<file path="src/rtl/rf_mp.sv">
// Multi-port general-purpose register file with two prioritised write ports,
// same-cycle write-to-read bypass and a per-register busy scoreboard.
module rf_mp #(
  parameter int unsigned DW      = 32,
  parameter int unsigned AW      = 5,
  parameter int unsigned NRD     = 2,
  parameter bit          ZERO_R0 = 1'b1
) (
  input  logic              clk,
  input  logic              rst,
  input  logic [NRD*AW-1:0] ra,
  output logic [NRD*DW-1:0] rd,
  output logic [NRD-1:0]    rbusy,
  input  logic              we0,
  input  logic [AW-1:0]     wa0,
  input  logic [DW-1:0]     wd0,
  input  logic              we1,
  input  logic [AW-1:0]     wa1,
  input  logic [DW-1:0]     wd1,
  input  logic              iss,
  input  logic [AW-1:0]     iss_a,
  output logic              any_busy
);

  localparam int unsigned Depth = 2 ** AW;

  logic [DW-1:0]    r_mem [Depth];
  logic [Depth-1:0] r_busy;
  logic [Depth-1:0] w_busy_d;
  logic             w_wr0;
  logic             w_wr1;
  logic             w_set;

  assign w_wr0 = we0 && !(ZERO_R0 && (wa0 == '0));
  assign w_wr1 = we1 && !(ZERO_R0 && (wa1 == '0));
  assign w_set = iss && !(ZERO_R0 && (iss_a == '0));

  // Clears first, then the set, so a new producer supersedes the retiring one.
  always_comb begin
    w_busy_d = r_busy;
    if (we0) w_busy_d[wa0] = 1'b0;
    if (we1) w_busy_d[wa1] = 1'b0;
    if (w_set) w_busy_d[iss_a] = 1'b1;
  end

  // Port 1 is assigned last so it wins an address collision.
  always_ff @(posedge clk or negedge rst) begin
    if (!rst) begin
      for (int i = 0; i < int'(Depth); i++) r_mem[i] <= '0;
      r_busy <= '0;
    end else begin
      if (w_wr0) r_mem[wa0] <= wd0;
      if (w_wr1) r_mem[wa1] <= wd1;
      r_busy <= w_busy_d;
    end
  end

  for (genvar k = 0; k < int'(NRD); k++) begin : g_rd
    logic [AW-1:0] w_addr;
    logic          w_hit0;
    logic          w_hit1;
    logic          w_zero;

    assign w_addr = ra[k*AW +: AW];
    assign w_hit0 = we0 && (wa0 == w_addr);
    assign w_hit1 = we1 && (wa1 == w_addr);
    assign w_zero = ZERO_R0 && (w_addr == '0);

    assign rd[k*DW +: DW] = (!rst || w_zero) ? '0 :
                            w_hit1           ? wd1 :
                            w_hit0           ? wd0 : r_mem[w_addr];
    // A register being written this cycle is bypassed, so it is not a hazard.
    assign rbusy[k] = rst && !w_zero && r_busy[w_addr] && !w_hit0 && !w_hit1;
  end

  assign any_busy = rst && (|r_busy);

endmodule

</file>
<file path="config.mk">
export PLATFORM = sky130hd
export DESIGN_NAME = rf_mp
export DESIGN_NICKNAME = d
export VERILOG_FILES = /design/src/rtl/rf_mp.sv
export SDC_FILE = /design/constraint.sdc
export NUM_CORES = 2
export LEC_CHECK = 0
export BUFFER_PORTS_ARGS = -buffer_cell sky130_fd_sc_hd__buf_2
export CORE_MARGIN = 2
export CORE_UTILIZATION = 45
export CTS_CLUSTER_DIAMETER = 80
export DETAILED_ROUTE_END_ITERATION = 8
export SYNTH_ARGS = -nofsm -noshare
export SYNTH_HDL_FRONTEND = slang
export SYNTH_SLANG_ARGS = --single-unit
</file>
<file path="constraint.sdc">
create_clock -name clk -period 1.9 [get_ports clk]
set_input_delay 0.095 -clock clk [delete_from_list [all_inputs] [get_ports clk]]
set_output_delay 0.095 -clock clk [all_outputs]
set_load 0.01 [all_outputs]
</file>
==> impl_results.md <==
- Synthesized flop and latch total: 1,056
- Ratio of total power to cell area: 977 nW/µm²
- Die width: 389 µm
- Least-Margin Pin Slew: 1200 ps
- Core Area: 147,000 µm²
- Clock tree skew after final layout: 0 ps
- CTS Root Cell: clkbuf_16
- Static leakage: 0.0391 µW
- Share of flip-flops with an asynchronous set or reset: 1.00
- Worst slew slack as a fraction of its limit: 0.200
- Synth Cell Area: 66,700 µm²
- Final number of hold-violating endpoints: 1
- Routability congestion estimate from global placement: 1.04
- HP Class: input pin to register
- Worst min-delay path startpoint: wd0[13]
- Highest routing layer actually used: met5
- Post-layout min period: 2970 ps
- Vias in the first global route: 64.1k
- Rows: 141
- Critical Path RT: 1800 ps
- Die Footprint: 151,000 µm²
- Maximum Capacitance Violations: 0
- Warning count from the yosys run: 0
- Total global routing overflow: 0
- Post-synth top flop: dfrtp_1
- Maximum number of pins on one net before global-route repair: 180
- Fraction of the yosys area taken by sequential cells: 0.396
- Worst hold margin: -16.0 ps
- H-tree Lvls: 4
- Number of cells produced by synthesis: 6,407
- Result of the run: finished, violations left
- Biggest fanout along the worst timing path: 2
- Number of vias after detailed routing: 66.4k
- WL final: 350,000 µm
- Post-DRT Antenna Nets: 0
- Clock transition at path regs: 60 ps
- Mean Syn Cell Area: 10.4 µm²
- Global-route wire length before repair: 487,000 µm
- Clock tree from TritonCTS: yes
- Crit path kind: register to output pin
- Count of routing violations after the opening detailed-route iteration: 10.6k
- Vias per cell: 7.20
- Maximum clock insertion buffer count: 3
- Maximum clock frequency: 0.337 GHz
- Antenna violations before repair: 31
- Final HPWL from detailed placement: 235,000 µm
- Final worst-path setup slack: -1070 ps
- Synth unique cells: 72
- Finish-stage setup viols: 70
- Count of clock tree sinks: 1,056
- Met2 Wirelength: 140,000 µm
- Unrepaired setup endpoints after global routing: yes
- DRC Markers: 6
- Setup crit end kind: output pin
- Layout cell share with drive strength beyond 1: 0.329
- Overall power consumption: 84,600 µW
- Final worst-path cycle share: 1.56
- Most repeated library cell on the critical path: mux4_2
- Critical path startpoint category: register
- Per-cell routed wire length: 37.9 µm
- Arrival @ worst endpoint: 2870 ps
- Worst Setup SP: r_mem[84]$_DFF_PN0_
- Maximum VDD drop: 0.936 mV
- Net count after synthesis: 6,501
- Final layout net count: 7,296
- Number of input and output port buffers inserted: 160
- Post-synth EDFFs: 0
- # fillers: 12.2k
- Kind of cell with the highest combined delay on the critical path: multiplexers
- WL met3: 55,700 µm
- Length of the first detailed-routing pass in iterations: 9
- IO Pins: 161
- Buffers plus inverters on the worst setup path: 1
- Global Route Usage Sum: 0.454
- Area growth from synthesis to layout: 29.7%
- Worst R2R Start: r_mem[751]$_DFF_PN0_
- M1 WL: 121,000 µm
- Die extent in y: 389 µm
- Final count of pins violating max slew: 0
- Crit path cell chain: mux4_2 > mux4_2 > nor4_4 > nor4_2 > buf_2
- Insertion delay to the later sink of the worst-skew pair: 830 ps
- Total clock buffers created by CTS: 130
- Failing checks: DRC, hold timing, setup timing
- Critical Path Max Stage Delay: 580 ps
- Critical path's slowest cell: mux4_2
- Initial cell density of the core: 0.452
-- Yosys cell counts (all sizes together) (33+ instances only) --
cell | n | share of area
dfrtp | 1056 | 0.40
o21ai | 783 | 0.059
mux2i | 759 | 0.11
nand2 | 758 | 0.043
clkbuf | 549 | 0.031
mux4 | 462 | 0.16
a22oi | 322 | 0.036
buf | 322 | 0.029
nor2 | 290 | 0.018
a21oi | 283 | 0.021
a221oi | 146 | 0.023
o22ai | 77 | 0.0072
a32oi | 73 | 0.0096
nor4 | 64 | 0.0068
o221ai | 43 | 0.0056
nor3 | 38 | 0.0029
nand3 | 37 | 0.0028
and2 | 33 | 0.0032
-- worst register-to-register path: cells and delay by family (launching register included) --
kind,cells,cell delay (ps)
buffers and inverters,2,730
flip-flops,1,400
multiplexers,1,130
AO/OA/AOI/OAI,1,110
-- sequential cells by signal, indices dropped and copies added (netlist names) --
signal and cells:
r_busy 32, r_mem 1024
-- metrics by stage --
step | util | cell area, µm² | instances | setup slack [ps] | TNS (ps)
after detailed placement | 0.539 | 79500 | 8855 | -1100 | -148000
after CTS | 0.583 | 85900 | 9208 | -1030 | -52680
after global placement | 0.539 | 79500 | 8855 | -1130 | -138500
after global routing | 0.587 | 86500 | 9224 | -1090 | -54540
final | 0.587 | 86600 | 9233 | -1070 | -53240
after floorplan | - | 66700 | 6407 | 26.6 | 0
-- path summary, 6_finish.rpt --
path,end,slack [ps],cells past startpoint
hold / removal,r_mem[77]$_DFF_PN0_,-20,5
setup / recovery,rd[20],-1070,5
max in group asynchronous,r_mem[17]$_DFF_PN0_,160,5
setup reg to reg,r_mem[751]$_DFF_PN0_,410,4
hold reg to reg,r_mem[994]$_DFF_PN0_,400,0
min in group asynchronous,r_mem[386]$_DFF_PN0_,90,4
-- timing repair --
item,CTS,global route
buffers inserted,30,20
endpoints found under the setup margin,67,72
hold buffers,119,0
gates cloned,0,0
resized for setup,198,97
pin swaps,117,52
hold endpoints to repair,1604,0
-- routing by layer --
layer,global-route usage,vias to the layer above
li1,-,25800
met1,0.558,32800
met2,0.622,6089
met3,0.205,1761
met4,0.345,30
met5,0.00702,-
-- report_power, final --
group,switching (µW),leakage (µW),internal [µW]
sequential,4620,0.0132,28100
combinational,11900,0.0238,14400
clock,10800,0.00208,14900
-- logic make-up after synthesis --
logic type             Yosys count  synth area share
AND/OR/NAND/NOR               1288            0.0836
multiplexers                  1233             0.272
XOR/XNOR                        20           0.00263
flip-flops                    1056             0.396
buffers and inverters          897            0.0610
AO/OA/AOI/OAI                 1913             0.185
-- cell usage in the layout (no fill, tap or decap), drive strengths merged, types with 31 or more instances in the layout --
cell and count:
and2 33, o21ai 783, o32ai 32, nor3 38
nor4 64, a32oi 73, a21o 32, o22ai 77
buf 1417, clkbuf 199, mux2i 759, dfrtp 1056
a22oi 322, a221oi 146, nand2 758, mux4 462
inv 31, nand3 37, dlygate4sd3 114, a32o 32
a21oi 283, o211ai 31, nor2 290, o221ai 43
-- final cells by class --
cell class,count,area (µm²),area share
flip-flops and latches,1056,26400,0.305
clock buffers,198,3890,0.0449
repair buffers,1534,15500,0.179
diodes,13,32.5,0.000376
inverters,26,97.6,0.00113
clock inverters,22,359,0.00415
multi-input cells,4454,37900,0.438
well taps,1930,2410,0.0279
(Power assumes the default switching activity.)
